==> config.mk <==
export PLATFORM = sky130hd
export DESIGN_NAME = bin_to_bcd_seq
export DESIGN_NICKNAME = d
export VERILOG_FILES = /design/src/rtl/bcd_pkg.sv /design/src/rtl/bcd_digit_adj.sv /design/src/rtl/bin_to_bcd_seq.sv
export SDC_FILE = /design/constraint.sdc
export NUM_CORES = 1
export LEC_CHECK = 0
export BUFFER_PORTS_ARGS = -buffer_cell sky130_fd_sc_hd__clkbuf_2
export CAP_MARGIN = 20
export CORE_MARGIN = 2
export CORE_UTILIZATION = 33
export DETAILED_ROUTE_END_ITERATION = 16
export PLACE_DENSITY = 0.6
export SKIP_CTS_REPAIR_TIMING = 1
export SYNTH_ARGS = -nofsm -noshare
export SYNTH_HDL_FRONTEND = slang
export SYNTH_SLANG_ARGS = --single-unit
==> constraint.sdc <==
create_clock -name clk -period 2.85 [get_ports clk]
set_input_delay 0.285 -clock clk [delete_from_list [all_inputs] [get_ports clk]]
set_output_delay 0.285 -clock clk [all_outputs]
set_load 0.03 [all_outputs]
==> src/rtl/bcd_pkg.sv <==
// rtl/bcd_pkg.sv - shared types, constants and sizing helper for the binary-to-BCD converter
package bcd_pkg;

  typedef enum logic [1:0] {IDLE, SHIFT, DONE} state_e;

  localparam int BCD_DIGIT_W = 4;
  localparam int ADJ_THRESH  = 5;
  localparam int ADJ_ADD     = 3;

  // Number of decimal digits needed to hold 2**bin_w - 1.
  function automatic int bcd_digits_for(input int bin_w);
    longint unsigned max_v;
    longint unsigned pow10;
    int n;
    max_v = (64'd1 << bin_w) - 64'd1;
    pow10 = 64'd10;
    n     = 1;
    for (int i = 0; i < 19; i++) begin
      if (pow10 <= max_v) begin
        n     = n + 1;
        pow10 = pow10 * 64'd10;
      end
    end
    return n;
  endfunction

endpackage

==> src/rtl/bcd_digit_adj.sv <==
// rtl/bcd_digit_adj.sv - add-3 correction applied to one BCD digit before each shift
module bcd_digit_adj
  import bcd_pkg::*;
(
  input  logic [BCD_DIGIT_W-1:0] digit_in,
  output logic [BCD_DIGIT_W-1:0] digit_out
);

  always_comb begin
    digit_out = digit_in;
    if (digit_in >= BCD_DIGIT_W'(ADJ_THRESH)) begin
      digit_out = digit_in + BCD_DIGIT_W'(ADJ_ADD);
    end
  end

endmodule

==> src/rtl/bin_to_bcd_seq.sv <==
// rtl/bin_to_bcd_seq.sv - sequential double-dabble converter, one bit per cycle, valid/ready both sides
// Optional BCD_SIGNED_EN: two's complement input, magnitude converted and sign_out reported.
module bin_to_bcd_seq
  import bcd_pkg::*;
#(
  parameter int BIN_W  = 8,
  parameter int DIGITS = 3
) (
  input  logic                          clk,
  input  logic                          rst,
  input  logic                          in_valid,
  output logic                          in_ready,
  input  logic [BIN_W-1:0]              bin_in,
  output logic                          out_valid,
  input  logic                          out_ready,
  output logic [BCD_DIGIT_W*DIGITS-1:0] bcd_out,
  output logic                          busy
`ifdef BCD_SIGNED_EN
  ,
  output logic                          sign_out
`endif
);

  localparam int BCD_W = BCD_DIGIT_W * DIGITS;
  localparam int CNT_W = $clog2(BIN_W + 1);

  if (DIGITS < bcd_digits_for(BIN_W)) begin : g_digits_check
    $error("bin_to_bcd_seq: DIGITS too small for BIN_W");
  end

  state_e             state_q, state_d;
  logic [CNT_W-1:0]   count_q, count_d;
  logic [BIN_W-1:0]   bin_q, bin_d;
  logic [BCD_W-1:0]   bcd_q, bcd_d;
  logic [BCD_W-1:0]   bcd_out_q, bcd_out_d;
  logic [BCD_W-1:0]   bcd_adj;
  logic [BCD_W+BIN_W-1:0] shifted;
  logic [BIN_W-1:0]   bin_mag;

  for (genvar g = 0; g < DIGITS; g++) begin : g_adj
    bcd_digit_adj u_adj (
      .digit_in  (bcd_q[g*BCD_DIGIT_W +: BCD_DIGIT_W]),
      .digit_out (bcd_adj[g*BCD_DIGIT_W +: BCD_DIGIT_W])
    );
  end

  // The top bit falls off the shift; the BCD width is sized so it is always zero.
  assign shifted = {bcd_adj, bin_q} << 1;

`ifdef BCD_SIGNED_EN
  logic sign_q, sign_d;
  // -2**(BIN_W-1) negates to itself, which reads correctly as an unsigned magnitude.
  assign bin_mag  = bin_in[BIN_W-1] ? (~bin_in) + BIN_W'(1) : bin_in;
  assign sign_out = sign_q;
`else
  assign bin_mag  = bin_in;
`endif

  always_comb begin
    state_d   = state_q;
    count_d   = count_q;
    bin_d     = bin_q;
    bcd_d     = bcd_q;
    bcd_out_d = bcd_out_q;
`ifdef BCD_SIGNED_EN
    sign_d    = sign_q;
`endif
    case (state_q)
      IDLE: begin
        if (in_valid) begin
          state_d = SHIFT;
          bin_d   = bin_mag;
          bcd_d   = '0;
          count_d = '0;
`ifdef BCD_SIGNED_EN
          sign_d  = bin_in[BIN_W-1];
`endif
        end
      end
      SHIFT: begin
        bcd_d   = shifted[BCD_W+BIN_W-1:BIN_W];
        bin_d   = shifted[BIN_W-1:0];
        count_d = count_q + CNT_W'(1);
        if (count_q == CNT_W'(BIN_W - 1)) begin
          state_d   = DONE;
          bcd_out_d = shifted[BCD_W+BIN_W-1:BIN_W];
        end
      end
      DONE: begin
        if (out_ready) begin
          state_d = IDLE;
        end
      end
      default: state_d = IDLE;
    endcase
  end

  always_ff @(posedge clk) begin
    if (rst) begin
      state_q   <= IDLE;
      count_q   <= '0;
      bin_q     <= '0;
      bcd_q     <= '0;
      bcd_out_q <= '0;
`ifdef BCD_SIGNED_EN
      sign_q    <= 1'b0;
`endif
    end else begin
      state_q   <= state_d;
      count_q   <= count_d;
      bin_q     <= bin_d;
      bcd_q     <= bcd_d;
      bcd_out_q <= bcd_out_d;
`ifdef BCD_SIGNED_EN
      sign_q    <= sign_d;
`endif
    end
  end

  assign in_ready  = (state_q == IDLE);
  assign busy      = (state_q == SHIFT);
  assign out_valid = (state_q == DONE);
  assign bcd_out   = bcd_out_q;

endmodule

# == Word level (Yosys, flattened, before mapping) ==
# Index checks and enable logic that the tools add are counted.
# word_totals
register_bits,38
input_bits,12
output_inout_bits,15
word_cells,36
# op_classes
n_addsub,4
order_cmp,3
eq_ne,6
n_mux,13
n_reduce_logical,5
# ops
op,n
12-bit one-hot mux with 2 select lines,1
8-bit one-hot mux with 2 select lines,1
4-bit by 3-bit >= comparator with 1-bit output (second input constant),3
12-bit 2-to-1 mux,1
4-bit 2-to-1 mux,3
4-bit by 2-bit adder with 4-bit output (second input constant),2
8-bit 2-to-1 mux,1
4-bit one-hot mux with 2 select lines,1
2-bit 2-to-1 mux,3
2-bit one-hot mux with 3 select lines,1
4-bit by 1-bit adder with 4-bit output (second input constant),1
4-bit by 3-bit equality test with 1-bit output (second input constant),1
2-bit by 1-bit != test with 1-bit output (second input constant),2
2-bit AND reduction,2
3-bit by 2-bit adder with 3-bit output (second input constant),1
3-bit 2-to-1 mux,1
3-bit AND reduction,1
2-bit by 1-bit equality test with 1-bit output (second input constant),1
2-bit equality test (second input constant),1
2-bit logical NOT,1
2-bit != test (second input constant),1
2-bit nonzero test,1

# == Depth between registers and ports, before layout ==
# Gate-level depths: netlist (run 1).
# logic_depth
depth_word,3
depth_mapped,7

# == Cells and area by module ==
# Synthesis (run 1) repeated with hierarchy kept, for this count alone.
# unflattened
hier_cells,222
area_unflattened_um2,1950.6
# modules_own_cells
module,n_inst,cells_per_inst,area_each_um2,seq_area_each_um2
bin_to_bcd_seq,1,174,1646.6,760.7
bcd_digit_adj,3,16,101.3,0.0

# == Worst setup path after synthesis (run 1) ==
# Ideal clock, no wire load.
# synth_timing
kind,register to register
start,reg bcd_q[0]
end,reg bcd_q[2]
arrival_time_ns,1.376
slack_ns,1.400
stages_incl_launch_ff,7
period_less_slack_ns,1.450
path_cell_list,dfxtp_1 > inv_1 > ha_1 > nand2b_1 > a21oi_1 > mux2_2 > o21ai_0
# synth_between
elab_chain_len,3
# synth_rtl
element,line,rtl
from (decl),bin_to_bcd_seq.sv:34,"logic [BCD_W-1:0] bcd_q, bcd_d;"
from (signal assigned),bin_to_bcd_seq.sv:103,bcd_q <= '0;
from (signal assigned),bin_to_bcd_seq.sv:112,bcd_q <= bcd_d;
4-bit by 2-bit adder with 4-bit output or 4-bit by 3-bit >= comparator with 1-bit output (tied branches),"bcd_digit_adj.sv:12, bcd_digit_adj.sv:11",
4-bit 2-to-1 mux (*),bcd_digit_adj.sv:11,if (digit_in >= BCD_DIGIT_W'(ADJ_THRESH)) begin
12-bit one-hot mux with 2 select lines (*),bin_to_bcd_seq.sv:68,case (state_q)
# Mark *: on every way between the ends. The rest lies on a longest branch, timed or not.
# A chain may end at the register's enable or synchronous reset.

# == Worst setup path after layout (run 1) ==
# layout_timing
start,reg state_q[1]
end,reg bcd_q[11]
# layout_between
elab_chain_len,3
# layout_rtl
element,line,rtl
from (decl),bin_to_bcd_seq.sv:31,"state_e state_q, state_d;"
from (signal assigned),bin_to_bcd_seq.sv:109,state_q <= state_d;
2-bit by 1-bit equality test with 1-bit output or 2-bit logical NOT (tied branches),bin_to_bcd_seq.sv:68,
2-bit nonzero test (no line) or 2-bit != test (tied branches),-,
2-bit AND reduction (no line),-,
# Several ways; a longest one is shown, not always the timed one.

==> results of run 1 <==
-- flip-flops by register name (all words and copies together) (netlist names) --
register	count
bcd_q	12
count_q	4
state_q	2
bcd_out	12
bin_q	8
-- report_power, final --
| group | switching [uW] | internal [uW] |
|---|---|---|
| sequential | 7.30 | 542 |
| combinational | 49.1 | 24.5 |
| clock | 188 | 195 |
-- metrics by stage --
| stage | utilization [%] | setup slack (ns) |
|---|---|---|
| finish | 38.86 | 0.8934 |
| global placement | 37.05 | 1.014 |
| global route | 38.86 | 0.6527 |
| floorplan | - | 1.400 |
| detailed placement | 37.05 | 0.8911 |
| CTS | 38.86 | 0.8750 |
-- critical path: stages, from the launching register on --
cell,delay [ns]
dfxtp_1,0.42
nand2b_1,0.31
inv_2,0.24
nor2_2,0.55
o21ai_0,0.19
a21oi_1,0.16
-- synthesized netlist by cell type, drive strengths merged --
library cell / count / area [um^2]
mux2i: 1 / 10.01
nand3: 5 / 25.02
xnor2: 3 / 26.28
buf: 6 / 42.54
a211oi: 5 / 37.54
or3: 1 / 6.260
or4: 5 / 37.54
inv: 8 / 30.03
a22oi: 8 / 60.06
a21oi: 23 / 115.1
dfxtp: 38 / 760.7
ha: 7 / 87.58
nand4: 1 / 6.260
nor2b: 1 / 6.260
or3b: 1 / 8.760
nor3b: 6 / 45.04
clkbuf: 5 / 18.77
nand2: 10 / 37.54
nand3b: 3 / 22.52
nor2: 16 / 65.06
nor3: 4 / 20.02
nand2b: 11 / 68.82
o21ai: 15 / 75.07
nand4b: 1 / 8.760
o22ai: 6 / 37.54
mux2: 4 / 45.04
-- kinds of logic after synthesis --
kind of cell / after synthesis / synth area share [%]
adder cells (fa/ha/maj): 7 / 5.139
buffers and inverters: 19 / 5.360
AO/OA/AOI/OAI: 57 / 19.09
XOR/XNOR: 3 / 1.542
AND/OR/NAND/NOR: 65 / 21.00
flip-flops: 38 / 44.64
multiplexers: 5 / 3.230
-- layer usage --
metal,up-vias,track usage [%],part of all wire [%]
met4,0,5.263,1.6
met5,-,0,0
met1,623,18.06,48
met2,24,20.21,46
met3,4,5.159,5.2
li1,738,-,-
-- placed cells by master (no fill, tap or decap), types with 7 or more instances in the layout --
master    netlist  final
dfxtp_1        38     38
clkbuf_2        0     26
a21oi_1        23     23
o21ai_0        15     15
nor2_1         14     14
nand2b_1       11     11
nand2_1        10     10
a22oi_1         8      8
inv_1           7      7
ha_1            7      7
-- worst max-delay path by stage --
stage               startpoint         to  slack, ns  depth (start not counted)
floorplan             bcd_q[0]   bcd_q[2]       1.40                          6
global placement    state_q[1]  bcd_q[11]       1.01                          5
detailed placement  state_q[1]  bcd_q[11]       0.89                          5
CTS                 state_q[1]  bcd_q[11]       0.87                          5
global route        state_q[1]   bcd_q[3]       0.65                          5
finish              state_q[1]  bcd_q[11]       0.89                          5
-- cell type report --
class	instances	area [um^2]	share of cell area, %
inverter	8	30.03	1.533
tap	70	87.58	4.470
clock buffer	7	86.33	4.406
multi-input combinational	137	852.1	43.49
clock inverter	1	5.005	0.2554
timing repair buffer	27	137.6	7.024
sequential	38	760.7	38.83
==> impl_metrics.json, run 1 <==
{
  "final_area_um2": 1959,
  "crit_type": "register to register",
  "start_kind": "register",
  "grt_usage_pct": 13.68,
  "antenna_left": 0,
  "tightest_slew_ns": 0.7455,
  "critPathRequiredTime_ns": 3.06,
  "r2r_cells": 5,
  "portBuffers": 26,
  "cap_violations": 0,
  "post_dp_cell_area_um2": 1868,
  "die_h_um": 75.86,
  "grt_pass1_vias": 1233,
  "fin_crit_ns": 1.957,
  "r2r-end": "bcd_q[11]",
  "die-width_um": 75.86,
  "outcome": "finished, final reports clean",
  "hp-start": "bin_in[0]",
  "setup_viol": 0,
  "crit_fanout": 23,
  "ys_seq_area_share_pct": 44.64,
  "core_um2": 5042,
  "grt_max_degree": 41,
  "clkSlewWorstSetupHoldPaths_ns": 0.07,
  "fin_crit_sh_pct": 68.65,
  "htreeDepth": 2,
  "finalPower_uw": 1006,
  "drc": 0,
  "endpoint_kind": "register",
  "drtIter0Drc": 100,
  "cts_tree": "done",
  "grt_pass1_wl_um": 5789,
  "ys.warnings.count": 0,
  "num_rows": 26,
  "layout.nets": 236,
  "crit_arrival_ns": 2.17,
  "power.density_nw_per_um2": 513.3,
  "yosysUniqueCellTypes": 29,
  "max_freq_mhz": 511.1,
  "placed_cells": 280,
  "min_to": "bin_q[0]",
  "irDropWorstVdd_uv": 240.8,
  "numCtsBuffers": 5,
  "first_pass_iters": 4,
  "insertion_delay_ns": 0.29,
  "grt_antenna_before_repair": 0,
  "floorplan.initialDensity_pct": 33.80,
  "vias": 1389,
  "antenna_cells": 0,
  "clock_sinks": 38,
  "max_slew_margin_pct": 50.24,
  "rsz0062_at_grt": "no",
  "clockBufferDepth": 2,
  "avgSynthCellArea_um2": 8.784,
  "worst_hold_slack_ns": 0.2533,
  "worst-r2r-setup-slack_ns": 0.89,
  "synthesis.nets": 213,
  "nFillCells": 516,
  "reg2reg_from": "state_q[1]",
  "leakagePower_uw": 0.0007055,
  "syn2layout_area_growth_pct": 14.98,
  "wl_per_cell_um": 12.17,
  "place_hpwl_um": 2316,
  "tns_ns": 0,
  "final_cells": 288,
  "finalWirelength_um": 3505,
  "drive_above_1_share_pct": 19.27,
  "synth.cell_area_um2": 1704,
  "globalRouteOverflowTotal": 0,
  "die_area_um2": 5755,
  "cts_root_buffer": "clkbuf_8",
  "final_hold_viol_count": 0,
  "ioPinCount": 27,
  "whs_path_depth": 3,
  "vias_per_cell": 4.823,
  "slew_violations": 0,
  "skew_ns": 0.006848,
  "synth_cells": 194,
  "ys_seq_elements": 38,
  "gp_congestion": 0.8813,
  "hold_path_class": "input pin to register"
}
No activity file was read; power rests on OpenSTA's default activity.
==> run 2, diff against run 1 <==
--- a/config.mk
+++ b/config.mk
@@ -10,7 +10,7 @@
 export CORE_MARGIN = 2
 export CORE_UTILIZATION = 33
 export DETAILED_ROUTE_END_ITERATION = 16
-export PLACE_DENSITY = 0.6
+export PLACE_DENSITY = 0.62
 export SKIP_CTS_REPAIR_TIMING = 1
 export SYNTH_ARGS = -nofsm -noshare
 export SYNTH_HDL_FRONTEND = slang
==> constraint.sdc (replaced) <==
create_clock -name clk -period 1.57 [get_ports clk]
set_input_delay 0.157 -clock clk [delete_from_list [all_inputs] [get_ports clk]]
set_output_delay 0.157 -clock clk [all_outputs]
set_load 0.03 [all_outputs]
==> run 2 against run 1 <==
Global-route usage shrank 0.077 points. Non-clock buffer count grew 20. Via count grew 5.0%. Cell area grew 11%. Sequential power grew 82%. Flip-flop and latch count is the same. Clock-buffer cell count is the same. Utilization grew 4.2 points. Critical endpoint is now busy. Combinational power grew 140%. Final cell count grew 6.9%. Sequential share of layout area shrank 3.7 points.
==> impl_metrics.json, run 2 (synthesis results as in run 1) <==
{
  "outcome": "finished, final reports clean",
  "power.density_nw_per_um2": 909.9,
  "syn2layout_area_growth_pct": 27.39,
  "place_hpwl_um": 2497,
  "fin_crit_ns": 1.498,
  "htreeDepth": 2,
  "grt_pass1_vias": 1314,
  "grt_usage_pct": 13.60,
  "first_pass_iters": 4,
  "grt_max_degree": 20,
  "finalWirelength_um": 3663,
  "fin_util_pct": 43.05,
  "gp_congestion": 0.8134,
  "max_slew_margin_pct": 73.44,
  "start_kind": "register",
  "vias_per_cell": 4.737,
  "drtIter0Drc": 42,
  "globalRouteOverflowTotal": 0,
  "tightest_slew_ns": 0.3975,
  "final_common_cell": "dfxtp_1",
  "final-seq-area_um2": 763.2,
  "insertion_delay_ns": 0.28,
  "fin_crit_sh_pct": 95.42,
  "cts_root_buffer": "clkbuf_8",
  "irDropWorstVdd_uv": 564.7,
  "num_rows": 26,
  "floorplan.initialDensity_pct": 33.80,
  "setup_viol": 0,
  "skew_ns": 0.006265,
  "final_hold_viol_count": 0,
  "clkSlewWorstSetupHoldPaths_ns": 0.07,
  "antenna_cells": 0,
  "numCtsBuffers": 5,
  "nFillCells": 524,
  "final_cell_mix": "36 x dfxtp_1, 26 x clkbuf_2, 20 x a21oi_1",
  "critPathRequiredTime_ns": 1.41,
  "rsz0062_at_grt": "yes",
  "die_area_um2": 5755,
  "drc": 0,
  "drive_above_1_share_pct": 28.57,
  "crit_arrival_ns": 1.34,
  "cts_tree": "done",
  "ioPinCount": 27,
  "die-width_um": 75.86,
  "portBuffers": 26,
  "leakagePower_uw": 0.0008144,
  "crit_type": "register to output pin",
  "cap_violations": 0,
  "clockBufferDepth": 2,
  "layout.nets": 256,
  "grt_pass1_wl_um": 5892,
  "antenna_left": 0,
  "die_h_um": 75.86,
  "multi_input_area_um2": 874.6,
  "slew_violations": 0,
  "wl_per_cell_um": 11.89,
  "max_freq_mhz": 667.5,
  "crit_fanout": 7,
  "finalPower_uw": 1975,
  "hold_path_class": "input pin to register",
  "core_um2": 5042,
  "vias": 1459,
  "grt_antenna_before_repair": 0,
  "clock_sinks": 38,
  "endpoint_kind": "output pin"
}
==> run 2: changes by cell type in the layout (fill, tap and decap cells not counted), sizes merged <==
cell / delta
buf: +20
bufinv: +1
inv: -1
==> run 2: per-stage QoR <==
step	cells	setup slack, ns	hold WS, ns	cell area, um^2	TNS, ns
after global placement	292	0.08766	0.4155	1958	0
final	308	0.07188	0.1307	2171	0
after CTS	300	-0.1147	0.1279	2064	-0.1147
after global routing	308	-0.008306	0.1383	2171	-0.01749
after floorplan	194	0.1198	0.3178	1704	0
after detailed placement	292	0.05677	0.4306	1958	0
==> run 2: area by class of cell <==
type | instances | area share, %
multi-input combinational | 137 | 40.29
timing repair buffer | 47 | 14.01
clock inverter | 1 | 1.383
tap | 70 | 4.035
clock buffer | 7 | 3.516
inverter | 8 | 1.614
sequential | 38 | 35.16
==> run 2: path summary, 6_finish.rpt <==
check,start,to,cells past startpoint,slack [ns]
min,bin_in[0],bin_q[0],3,0.13
min reg2reg,bin_q[3],bin_q[3],2,0.46
max reg2reg,bcd_q[5],bcd_out[6],6,0.09
max,state_q[1],busy,4,0.07
==> run 2: routing by layer <==
layer | track usage [%] | up-vias | part of all wire [%] | wire, um
li1 | - | 773 | - | -
met1 | 16.84 | 660 | 50 | 1816
met2 | 22.51 | 22 | 46 | 1667
met4 | 4.678 | 0 | 1.2 | 43
met3 | 3.968 | 4 | 3.7 | 135
met5 | 0 | - | 0 | 0
==> run 2: critical path, stage by stage, from the launching register on <==
cell and delay [ns]:
dfxtp_2 0.39, nand2b_1 0.20, clkinv_4 0.11, buf_4 0.18, clkbuf_2 0.18
==> run 2: power by group <==
group | switching (uW) | internal [uW]
clock | 326 | 475
sequential | 13.9 | 984
combinational | 101 | 74.9
total | 441 | 1530
==> run 3, diff against run 2 <==
==> constraint.sdc (replaced) <==
create_clock -name clk -period 1.57 [get_ports clk]
set_input_delay 0.314 -clock clk [delete_from_list [all_inputs] [get_ports clk]]
set_output_delay 0.314 -clock clk [all_outputs]
set_load 0.03 [all_outputs]
==> run 3 against run 2 <==
Cell area shrank 3.1%. Via count is 1.4% higher. Sequential power about the same. Critical path depth down 1. Wire length is 1.4% lower. Largest power group unchanged. Fmax shrank 0.31%. Clock power fell by 13%. Critical endpoint unchanged. Clock skew rose by 0.0041 ns. Largest cell class unchanged. Clock-buffer cell count is the same.
==> impl_metrics.json, run 3 (synthesis results as in run 1) <==
{
  "outcome": "finished, final reports clean",
  "drc": 0,
  "first_pass_iters": 4,
  "crit_type": "register to output pin",
  "slew_violations": 0,
  "grt_pass1_wl_um": 5968,
  "post_dp_cell_area_um2": 1966,
  "finalWirelength_um": 3613,
  "grt_usage_pct": 13.62,
  "layout.nets": 250,
  "whs_path_depth": 3,
  "grt_antenna_before_repair": 0,
  "leakagePower_uw": 0.0007800,
  "cts_root_buffer": "clkbuf_8",
  "grt_max_degree": 19,
  "core_um2": 5042,
  "die_h_um": 75.86,
  "antenna_cells": 0,
  "cts_tree": "done",
  "cap_violations": 0,
  "r2r_cells": 6,
  "wl_per_cell_um": 11.96,
  "max_slew_margin_pct": 80.44,
  "die-width_um": 75.86,
  "die_area_um2": 5755,
  "rsz0062_at_grt": "yes",
  "crit_arrival_ns": 1.19,
  "num_rows": 26,
  "skew_ns": 0.01039,
  "drtIter0Drc": 54,
  "r2r-end": "bcd_q[10]",
  "tns_ns": 0,
  "max_freq_mhz": 665.5,
  "endpoint_kind": "output pin",
  "power.density_nw_per_um2": 881.3,
  "fin_crit_sh_pct": 95.72,
  "irDropWorstVdd_uv": 578.7,
  "clock_sinks": 38,
  "final_cell_mix": "36 x dfxtp_1, 25 x clkbuf_2, 20 x a21oi_1",
  "hp-start": "bin_in[0]",
  "final_common_cell": "dfxtp_1",
  "nFillCells": 512,
  "startpoint": "state_q[1]",
  "floorplan.initialDensity_pct": 33.80,
  "hold_path_class": "input pin to register",
  "clkSlewWorstSetupHoldPaths_ns": 0.08,
  "antenna_left": 0,
  "grt_pass1_vias": 1285,
  "clockBufferDepth": 2,
  "insertion_delay_ns": 0.29,
  "final_area_um2": 2105,
  "globalRouteOverflowTotal": 0,
  "min_to": "bin_q[0]",
  "worst-r2r-setup-slack_ns": 0.10,
  "fin_crit_ns": 1.503,
  "ioPinCount": 27,
  "gp_congestion": 0.8146,
  "place_hpwl_um": 2531,
  "vias_per_cell": 4.901,
  "htreeDepth": 2,
  "crit_fanout": 18,
  "reg2reg_from": "bcd_q[9]",
  "numCtsBuffers": 5,
  "portBuffers": 26,
  "start_kind": "register",
  "drive_above_1_share_pct": 27.59,
  "final-seq-area_um2": 763.2,
  "worst_hold_slack_ns": 0.2830,
  "final_hold_viol_count": 0,
  "syn2layout_area_growth_pct": 23.49,
  "vias": 1480,
  "critPathRequiredTime_ns": 1.26,
  "multi_input_area_um2": 880.8,
  "setup_viol": 0,
  "tightest_slew_ns": 0.2922
}
## run 3: cell count changes in the layout (fill, tap and decap cells not counted), sizes merged
cell	before	now
buf	21	16
bufinv	1	0
clkbuf	33	32
clkinv	1	2
## run 3: per-stage QoR
| stage | setup slack [ns] | cells | util, % | power, uW |
|---|---|---|---|---|
| finish | 0.06726 | 302 | 41.74 | 1855 |
| global route | -0.01077 | 302 | 41.74 | 1940 |
| CTS | -0.1216 | 301 | 40.79 | 1869 |
| detailed placement | 0.01572 | 293 | 38.98 | 1177 |
| global placement | 0.06503 | 293 | 38.98 | 1177 |
| floorplan | 0.1198 | 194 | - | 1122 |
## run 3: where the power goes
| part | internal [uW] | switching [uW] |
|---|---|---|
| Combinational | 64.0 | 97.4 |
| Sequential | 984 | 15.2 |
| Clock | 354 | 340 |
| Total | 1400 | 452 |
## run 3: area by class of cell
class	count	share of cell area, %
tap	70	4.162
sequential	38	36.27
multi-input combinational	137	41.85
inverter	8	1.665
clock inverter	1	0.2378
clock buffer	7	4.102
timing repair buffer	41	11.71
## run 3: layer usage
metal	GRT usage, %	vias to the layer above	wire, um
met5	0	-	0
met4	4.094	0	37
met3	4.365	5	146
met2	22.41	20	1729
met1	16.96	691	1699
li1	-	764	-
## run 3: how the worst max path moves through the flow
stage / endpoint / slack [ns] / cells after the start
3_5_place_dp: bcd_q[10] / 0.02 / 6
3_3_place_gp: bcd_q[10] / 0.07 / 6
6_report: busy / 0.07 / 3
2_1_floorplan: bcd_q[2] / 0.12 / 6
4_1_cts: busy / -0.12 / 3
5_1_grt: busy / -0.01 / 3
## run 3: critical path: stages (launching register included)
cell and delay, ns:
dfxtp_2 0.40, nand2b_4 0.16, clkinv_4 0.13, buf_2 0.21
